File: src/rtl/module_key_capture.sv
// Key capture: priority-encodes debounced key pulses into a small FWFT FIFO with sticky drop flags.
// Optional repeat filter enabled by defining KEYCAP_REPEAT_FILTER_EN.
module module_key_capture #(
  parameter int N_KEYS      = 16,
  parameter int CODE_W      = 4,
  parameter int DEPTH       = 4,
  parameter int REPEAT_HOLD = 1000
) (
  input  logic                       clk,
  input  logic                       reset,
  input  logic [N_KEYS-1:0]          key_pulse,
  output logic                       key_valid,
  output logic [CODE_W-1:0]          key_code,
  input  logic                       key_ready,
  output logic [$clog2(DEPTH):0]     fifo_count,
  output logic                       overflow,
  output logic                       collision,
  input  logic                       clear_flags
);

  localparam int PTR_W = $clog2(DEPTH);
  localparam int CNT_W = PTR_W + 1;

  if ((N_KEYS < 2) || (N_KEYS > 16) || ((1 << CODE_W) < N_KEYS) ||
      (DEPTH < 2) || ((1 << PTR_W) != DEPTH) || (REPEAT_HOLD < 0)) begin : g_param_check
    $error("module_key_capture: illegal parameter combination");
  end

  logic [CODE_W-1:0] mem_q [DEPTH];
  logic [CODE_W-1:0] mem_d [DEPTH];
  logic [PTR_W-1:0]  wr_ptr_q, wr_ptr_d;
  logic [PTR_W-1:0]  rd_ptr_q, rd_ptr_d;
  logic [CNT_W-1:0]  count_q, count_d;
  logic              overflow_q, overflow_d;
  logic              collision_q, collision_d;

  logic              push_req;
  logic [CODE_W-1:0] push_code;
  logic              multi_hit;
  logic              filt_hit;
  logic              push_acc;
  logic              full;
  logic              do_push;
  logic              do_pop;
  logic              ovf_set;

  // Encode: lowest set bit wins, so scan from the top down.
  always_comb begin
    push_code = '0;
    for (int i = N_KEYS - 1; i >= 0; i--) begin
      if (key_pulse[i]) push_code = CODE_W'(i);
    end
  end

  assign push_req  = |key_pulse;
  assign multi_hit = |(key_pulse & (key_pulse - N_KEYS'(1)));

`ifdef KEYCAP_REPEAT_FILTER_EN
  localparam int HOLD_W = $clog2(REPEAT_HOLD + 1);

  logic [CODE_W-1:0] last_code_q, last_code_d;
  logic [HOLD_W-1:0] hold_cnt_q, hold_cnt_d;

  assign filt_hit = (hold_cnt_q != '0) && (push_code == last_code_q);

  // A repeat within the hold window neither reloads nor stops the countdown.
  always_comb begin
    last_code_d = last_code_q;
    hold_cnt_d  = hold_cnt_q;
    if (do_push) begin
      last_code_d = push_code;
      hold_cnt_d  = HOLD_W'(REPEAT_HOLD);
    end else if (hold_cnt_q != '0) begin
      hold_cnt_d = hold_cnt_q - HOLD_W'(1);
    end
  end

  always_ff @(posedge clk) begin
    if (reset) begin
      last_code_q <= '0;
      hold_cnt_q  <= '0;
    end else begin
      last_code_q <= last_code_d;
      hold_cnt_q  <= hold_cnt_d;
    end
  end
`else
  assign filt_hit = 1'b0;
`endif

  // Push/pop decisions; a full FIFO still takes a push when the head leaves in the same cycle.
  assign push_acc = push_req && !filt_hit;
  assign full     = (count_q == CNT_W'(DEPTH));
  assign do_pop   = key_valid && key_ready;
  assign do_push  = push_acc && (!full || do_pop);
  assign ovf_set  = push_acc && full && !do_pop;

  always_comb begin
    for (int i = 0; i < DEPTH; i++) mem_d[i] = mem_q[i];
    wr_ptr_d = wr_ptr_q;
    rd_ptr_d = rd_ptr_q;
    count_d  = count_q;
    if (do_push) begin
      mem_d[wr_ptr_q] = push_code;
      wr_ptr_d        = wr_ptr_q + PTR_W'(1);
    end
    if (do_pop) begin
      rd_ptr_d = rd_ptr_q + PTR_W'(1);
    end
    case ({do_push, do_pop})
      2'b10:   count_d = count_q + CNT_W'(1);
      2'b01:   count_d = count_q - CNT_W'(1);
      default: count_d = count_q;
    endcase
  end

  always_comb begin
    overflow_d  = overflow_q;
    collision_d = collision_q;
    if (clear_flags) begin
      overflow_d  = 1'b0;
      collision_d = 1'b0;
    end
    if (ovf_set)   overflow_d  = 1'b1;
    if (multi_hit) collision_d = 1'b1;
  end

  // Storage holds data only; it is never reset, the pointers make stale words invisible.
  always_ff @(posedge clk) begin
    for (int i = 0; i < DEPTH; i++) mem_q[i] <= mem_d[i];
  end

  always_ff @(posedge clk) begin
    if (reset) begin
      wr_ptr_q    <= '0;
      rd_ptr_q    <= '0;
      count_q     <= '0;
      overflow_q  <= 1'b0;
      collision_q <= 1'b0;
    end else begin
      wr_ptr_q    <= wr_ptr_d;
      rd_ptr_q    <= rd_ptr_d;
      count_q     <= count_d;
      overflow_q  <= overflow_d;
      collision_q <= collision_d;
    end
  end

  // Output stage: head word is masked to zero while empty.
  assign key_valid  = (count_q != '0);
  assign key_code   = key_valid ? mem_q[rd_ptr_q] : '0;
  assign fifo_count = count_q;
  assign overflow   = overflow_q;
  assign collision  = collision_q;

endmodule

File: config.mk
export PLATFORM = sky130hd
export DESIGN_NAME = module_key_capture
export DESIGN_NICKNAME = d
export VERILOG_FILES = /design/src/rtl/module_key_capture.sv
export SDC_FILE = /design/constraint.sdc
export NUM_CORES = 1
export LEC_CHECK = 0
export ABC_AREA = 1
export CORE_MARGIN = 1.5
export CORE_UTILIZATION = 50
export CTS_CLUSTER_SIZE = 10
export DETAILED_ROUTE_END_ITERATION = 10
export PLACE_DENSITY_LB_ADDON = 0.1
export SYNTH_ARGS = -nofsm -noshare
export SYNTH_HDL_FRONTEND = slang
export SYNTH_SLANG_ARGS = --single-unit
File: constraint.sdc
create_clock -name clk -period 5.5 [get_ports clk]
set_input_delay 0.55 -clock clk [delete_from_list [all_inputs] [get_ports clk]]
set_output_delay 0.55 -clock clk [all_outputs]
set_load 0.02 [all_outputs]
==> impl_metrics.py <==
metrics = {
    "pwr": {
        "p_leak_uw": 0.000798,
        "ir_drop_mv": 0.110,
        "p_per_area_nw_per_um2": 324,
    },
    "synth": {
        "ys_ff_latch": 27,
        "synth_area_leaders": "edfxtp_1 31%, dfxtp_1 14%, nor2_1 9.4%",
        "syn_avg_cell_area_um2": 7.99,
        "synth_area_um2": 1560,
        "yosysWarnings": 0,
        "synthDistinctLibCells": 31,
        "synthCells": 195,
        "yosysTopAreaCellShare": 0.308,
        "synth.most_common_cell": "nor2_1",
        "synth_area_leader_cell": "edfxtp_1",
        "async_reset_ff_frac": 0,
        "synth-main-ff-cell": "edfxtp_1",
        "synth_common_cells": "39 x nor2_1, 32 x inv_1, 31 x nand2_1",
        "synth-edff-count": 16,
        "synthesis.nets": 221,
        "ys_seq_area_frac": 0.449,
    },
    "placed_design": {
        "post-place-ws_ps": 2470,
        "io_buffers": 29,
        "dp_hpwl_um": 2610,
        "gp_congestion": 0.891,
        "detailed_place.area_um2": 1880,
        "dp.cells": 255,
    },
    "drt": {
        "via_per_inst": 5.28,
        "wl_per_cell_um": 12.3,
        "first_iter_violations": 46,
        "final_antenna_net_count": 0,
        "dr_total_vias": 1367,
        "wl_um": 3200,
        "drc": 0,
        "drt-pass1-iter-count": 4,
    },
    "clock_network": {
        "clk_pin_slew_ps": 160,
        "post-cts-setup-buffers": 0,
        "clock-sinks": 27,
        "cts_tree": "yes",
        "h-tree-depth": 1,
        "cts_hold_buffers": 0,
        "clkLatencyLatePin_ps": 340,
        "ctsLongestPathBuffers": 2,
        "cts-buffers-inserted": 3,
        "cts_resized": 0,
        "cts_root_buffer": "clkbuf_4",
    },
    "worst_setup_path": {
        "max_stage_delay_ps": 510,
        "cp-startpoint": "key_pulse[4]",
        "rrSetupSlack_ps": 3350,
        "arrival_ps": 2980,
        "worstPathCellList": "clkdlybuf4s50_1 -> nor2_2 -> nand2_2 -> nor2_4 -> nand2_4 -> nor2_4 -> nor2_4 -> clkinv_4 -> ha_1 -> inv_1 -> fa_1 -> a21oi_1 -> o21ai_0 -> a21oi_1 -> o21a_1",
        "rr_startpoint": "fifo_count[1]",
        "cp_max_fo": 8,
        "critical-path-top-delay-family": "simple AND/OR/NAND/NOR gates",
        "crit_buf_inv": 3,
        "worst_path_max_delay_cell": "clkdlybuf4s50_1",
        "critPathRequiredTime_ps": 5790,
        "cp-end-kind": "flip-flop",
        "cp_common_cell": "nor2_4",
        "start_kind": "input port",
        "crit_type": "in2reg",
    },
    "run": {
        "drv_cap": 0,
    },
    "grt": {
        "grt_max_degree": 17,
        "track_usage": 0.208,
        "grt_overflow": 0,
        "grt_pass1_vias": 1349,
        "grt_pass1_wl_um": 5420,
        "antenna_found_initial": 0,
    },
    "floorplanning": {
        "ios": 30,
        "die_x_um": 58.8,
        "fp-row-count": 20,
        "core_area_um2": 3000,
        "initial_core_util": 0.519,
        "die_h_um": 58.8,
        "die_area_um2": 3460,
    },
    "status": {
        "outcome": "complete, no violations",
    },
    "timing": {
        "min_period_over_period": 0.488,
        "finClkSkew_ps": 12.9,
        "relSlewSlack": 0.644,
        "worstMarginPinSlew_ps": 530,
        "setup_tns_ps": 0,
        "final-setup-viol-count": 0,
        "fmax_ghz": 0.372,
        "layout_setup_ws_ps": 2810,
        "rsz0062_at_grt": "no",
        "fin_crit_ps": 2690,
        "final_max_slew_viol_count": 0,
        "finalHoldViolCount": 0,
    },
    "hold_path": {
        "hold_class": "reg2reg",
        "hold_start": "overflow",
    },
    "finish": {
        "syn2layout_area_growth_pct": 22.7,
        "fin_cells": 259,
        "final_area_um2": 1910,
        "nets": 253,
        "n_antenna_cell": 0,
        "nFillCells": 269,
        "drive_above_1_share": 0.0841,
    },
}
[layer usage]
layer	up-vias	GRT usage	routed length [µm]
li1	694	-	-
met1	631	0.226	1300
met2	35	0.384	1710
met3	7	0.0154	91
met4	0	0.133	99
met5	-	0	0
[placed cells by master (no fill, tap or decap), types with 2 or more instances in the layout]
| cell | n |
|---|---|
| nor2_2 | 4 |
| ha_1 | 5 |
| inv_1 | 32 |
| nand2_1 | 31 |
| nand2_2 | 2 |
| nor2_4 | 5 |
| nor2_1 | 39 |
| clkbuf_4 | 3 |
| nor3b_1 | 3 |
| edfxtp_1 | 16 |
| o211ai_1 | 2 |
| o21ai_0 | 14 |
| clkdlybuf4s50_1 | 29 |
| a21oi_1 | 12 |
| dfxtp_1 | 11 |
[area by class of cell]
class                      count  area [µm²]  share of cell area
multi-input combinational    133         722               0.377
sequential                    27         701               0.366
timing repair buffer          29         290               0.152
inverter                      33         129              0.0674
tap                           33        41.3              0.0216
clock buffer                   3        22.5              0.0118
clock inverter                 1        7.51             0.00392
[registers in the layout, indices dropped and copies added (netlist names), named ones only]
signal,count
collision,1
wr_ptr_q,2
fifo_count,3
rd_ptr_q,2
mem_q,16
overflow,1
[final timing paths]
kind,end,cells after the start
worst min-delay path,overflow,2
worst min register to register,overflow,2
worst max register to register,fifo_count[2],11
worst max-delay path,fifo_count[2],15
[power by group]
part | internal (µW) | total [µW] | switching, µW
registers | 250 | 272 | 21.8
logic | 109 | 256 | 147
clock network | 28.0 | 91.5 | 63.5
total | 387 | 619 | 232
[per-stage QoR]
stage          hold WS (ps)  total power [µW]  utilization
5_1_grt                 512               659        0.637
4_1_cts                 492               623        0.637
3_5_place_dp            474               534        0.627
3_3_place_gp            459               524        0.627
6_report                488               619        0.637
2_1_floorplan           482               426            -
[tightest hold or removal path: stages, from the launching register on]
cell,delay (ps)
dfxtp_1,350
nand2_1,60
a21oi_1,60
[logic make-up (layout without fill, tap and decap cells)]
logic type | count (synthesis) | after routing | synth area share
buf+inv | 35 | 66 | 0.0875
flops | 27 | 27 | 0.449
fa+ha+maj | 6 | 6 | 0.0530
simple gates | 90 | 90 | 0.269
compound gates | 37 | 37 | 0.141
Note: power is estimated with default switching activity, not from simulation.
==> edit 1 (same flow settings) <==
Register the output `overflow` once more, without a reset; this adds one clock of latency there. The other outputs are not delayed to match.
--- a/src/rtl/module_key_capture.sv
+++ b/src/rtl/module_key_capture.sv
@@ -152,3 +152,5 @@
   assign fifo_count = count_q;
-  assign overflow   = overflow_q;
+  always_ff @(posedge clk) begin
+    overflow <= overflow_q;
+  end
   assign collision  = collision_q;
Function: changed (a bounded check fails within 10 cycles, from zero or initial values and one cycle with reset high).
==> edit 1 against the unedited design <==
Sequential power is 3% higher. Sequential cell count is 1 higher. Area after synthesis is 1.3% higher. Cell area is 2.1% higher. Routed wire length is 1.4% lower. Via count is 4.6% lower. Total power is 2.6% higher. First-iteration DRC count is 8.7% lower. Clock skew is 0.0077 ns higher. Register-to-register slack better by 0.05 ns. Critical path depth stayed put. Largest cell class unchanged. Worst setup slack better by 0.098 ns.
==> edit 1: results (changes against the unedited design) <==
[status]
outcome = finished clean

[critical_path]
slowest_delay_ns = 0.48  ; -0.03 ns
crit_arrival_ns = 2.88  ; -0.10 ns

[synth]
synth_area_per_cell_um2 = 8.056  ; +0.77%
synthTopCellsByArea = edfxtp_1 30%, dfxtp_1 15%, nor2_1 9.3%
synth_edf_count = 16  ; unchanged
yosysSeqAreaShare_pct = 45.64  ; +0.70 points
synth_nets = 222  ; +0.45%
synthTopCellsByCount = 39 x nor2_1, 32 x inv_1, 31 x nand2_1, 16 x edfxtp_1, 14 x o21ai_0

[grt]
grt_max_degree = 16  ; -1
grt_pass1_wl_mm = 5.188  ; -4.2%
grt_pass1_vias = 1225  ; -9.2%
grtUsageTotal_pct = 19.72  ; -1.1 points

[route]
routed_wirelength_mm = 3.149  ; -1.4%
avgViaCountPerCell = 4.812  ; -8.8%
drt-initial-drc-count = 42  ; -8.7%
dr.pass1.iters = 4  ; unchanged

[final_layout]
stdcell_count = 271  ; +4.6%
nets = 254  ; +0.40%
largest_reg_flops = 16  ; unchanged
fill_cells = 296  ; +10%
drive_above_1_share_pct = 8.370  ; -0.037 points

[pwr]
ir_drop_mv = 0.2501  ; +130%
power.leakage_nw = 0.8126  ; +1.9%

[timing]
worst_pin_slew_ns = 0.4485  ; -0.08176 ns
fin_worst_skew_ns = 0.02057  ; +0.007681 ns

[clock_network]
cts_max_level = 1  ; unchanged
cts.path.max_buffers = 2  ; unchanged
path_clk_slew_ns = 0.15

[min_path]
hold_class = reg -> reg

[placement]
dp_hpwl_mm = 2.631  ; +0.62%
gp_congestion = 0.8412  ; -5.6%

edit 1: changes by cell type in the layout (fill, tap and decap cells not counted):
| cell | change |
|---|---|
| dfxtp_1 | +1 |
| clkinvlp_4 | -1 |
| clkbuf_8 | +1 |
edit 1: cell type report:
class / instances / area, um2 / share of cell area (%)
multi-input cells: 133 / 721.9 / 36.96
well taps: 44 / 55.05 / 2.819
repair buffers: 29 / 290.3 / 14.86
inverters: 33 / 128.9 / 6.598
flip-flops and latches: 28 / 720.7 / 36.90
clock buffers: 4 / 36.28 / 1.858
edit 1: report_power, final:
group	internal [mW]	leakage [nW]	total (mW)	switching [mW]
clock	0.0405	0.0210	0.0965	0.0560
sequential	0.258	0.253	0.279	0.0216
combinational	0.110	0.539	0.259	0.150
total	0.408	0.813	0.635	0.228
edit 1: critical path: cells and delay by family:
kind,cells,cell delay [ns]
and+or+nand+nor,6,0.65
adders and majority gates,2,0.52
AOI/OAI and AO/OA,4,0.54
buffers and inverters,3,0.62
edit 1: per-stage QoR:
stage	power (mW)	area [um2]	hold slack, ns	setup WS [ns]	utilization, %
6_report	0.6352	1953	0.3792	2.913	64.50
3_3_place_gp	0.5351	1917	0.3463	2.644	63.31
2_1_floorplan	0.4338	1579	0.3311	3.210	-
5_1_grt	0.6766	1953	0.3817	2.692	64.50
4_1_cts	0.6393	1953	0.3728	2.908	64.50
3_5_place_dp	0.5433	1917	0.3533	2.563	63.31
edit 1: worst paths after layout:
| check | startpoint | endpoint | slack (ns) | cells after the start |
|---|---|---|---|---|
| worst max register to register | fifo_count[1] | fifo_count[2] | 3.40 | 11 |
| worst max-delay path | key_pulse[4] | fifo_count[2] | 2.91 | 15 |
| worst min-delay path | overflow_q | overflow | 0.38 | 0 |
| worst min register to register | overflow_q | overflow | 0.38 | 0 |
edit 1: logic make-up after synthesis:
group                      share of synthesized area [%]
DFF                                                45.64
AOI/OAI and AO/OA                                  13.95
adders and majority gates                          5.230
and+or+nand+nor                                    26.54
buffers and inverters                              8.638
edit 1: per-layer routing:
layer	vias up	share of wire, %	wire length, um	global-route usage (%)
li1	693	-	-	-
met1	586	45	1427	23.95
met2	21	51	1611	35.95
met3	4	2.4	75	2.620
met4	0	1.1	35	5.844
met5	-	0	0	0
==> edit 2 (config.mk and constraints unchanged) <==
Without the edit above. The parameter `DEPTH` goes from 4 to 8.
--- a/src/rtl/module_key_capture.sv
+++ b/src/rtl/module_key_capture.sv
@@ -5,3 +5,3 @@
   parameter int CODE_W      = 4,
-  parameter int DEPTH       = 4,
+  parameter int DEPTH       = 8,
   parameter int REPEAT_HOLD = 1000
Ports: changed (resized fifo_count); port bits go from 30 to 31. The function was not compared with the original's and may differ.
==> edit 2 against the unedited design <==
Cell area rose by 46%. Worst setup slack got worse by 0.42 ns. Via count rose by 32%. The flow now finishes with violations (design-rule violations). Area after synthesis rose by 51%. Non-clock buffer count rose by 1. Sequential cell count rose by 20. Register-to-register slack got worse by 0.25 ns. Routed wire length rose by 37%. Total power rose by 57%. Sequential share of layout area rose by 8.5 points.
==> edit 2: results (changes against the unedited design) <==
[status]
outcome = complete, but fails checks
violations = design-rule violations

[route]
wl_met1_mm = 2.106  ; +63%
wl_met3_um = 189  ; +110%
wl_per_cell_um = 12.54  ; +1.7%
route.detailed.drc = 1  ; +1

[final_layout]
nNonClkInverters = 39  ; +18%
ff_latch_area_mm2 = 0.001261  ; +80%
multi_input_cells = 172  ; +29%

[grt]
grt_pass1_wl_mm = 7.348  ; +36%
gr-usage-met3_pct = 4.501  ; +3.0 points
grt_pass1_vias = 1639  ; +21%
grt_max_degree = 18  ; +1

[critical_path]
crit_arrival_ns = 2.56  ; -0.42 ns
slowest_delay_ns = 0.69  ; +0.18 ns
worst-path-max-fanout = 17  ; +9
critPathTopFamily = buffers and inverters

[timing]
fin_worst_skew_ns = 0.01196  ; -0.0009290 ns
relSlewSlack_pct = 40.86  ; -24 points

[clock_network]
root_buffer = clkbuf_8
cts.sink_count = 47  ; +74%
path_clk_slew_ns = 0.09  ; -0.07 ns

[placement]
gp_congestion = 0.8195  ; -8.0%

[synth]
synthTopCellsByArea = edfxtp_1 41%, dfxtp_1 13%, nor2_1 7.9%
synthTopCellsByCount = 50 x nor2_1, 35 x inv_1, 34 x nand2_1, 32 x edfxtp_1, 27 x o21ai_0
syn_area_mm2 = 0.002361  ; +51%

edit 2: cell types whose count changed in the layout (fill, tap and decap cells not counted), moves of 4 or more:
cell	unedited run	this run
dfxtp_1	11	15
a31oi_1	0	4
clkbuf_8	0	5
o21ai_0	14	27
edfxtp_1	16	32
o22ai_1	0	6
nor2_1	39	50
edit 2: where the power goes:
group,internal (mW),switching [mW],leakage (nW)
sequential,0.411,0.0353,0.424
clock,0.0910,0.115,0.0485
combinational,0.134,0.187,0.608
edit 2: logic make-up after synthesis:
group,Yosys count,synth area share (%)
and+or+nand+nor,106,20.67
buffers and inverters,44,7.366
xor gates and xnor gates,1,0.3710
adders and majority gates,6,3.498
DFF,47,53.42
AOI/OAI and AO/OA,59,14.68
edit 2: path summary, 6_finish.rpt:
path	from	to	slack [ns]	depth (start not counted)
max reg2reg	fifo_count[0]	fifo_count[3]	3.10	14
min	overflow	overflow	0.48	2
max	flop	key_code[2]	2.39	6
min reg2reg	overflow	overflow	0.48	2
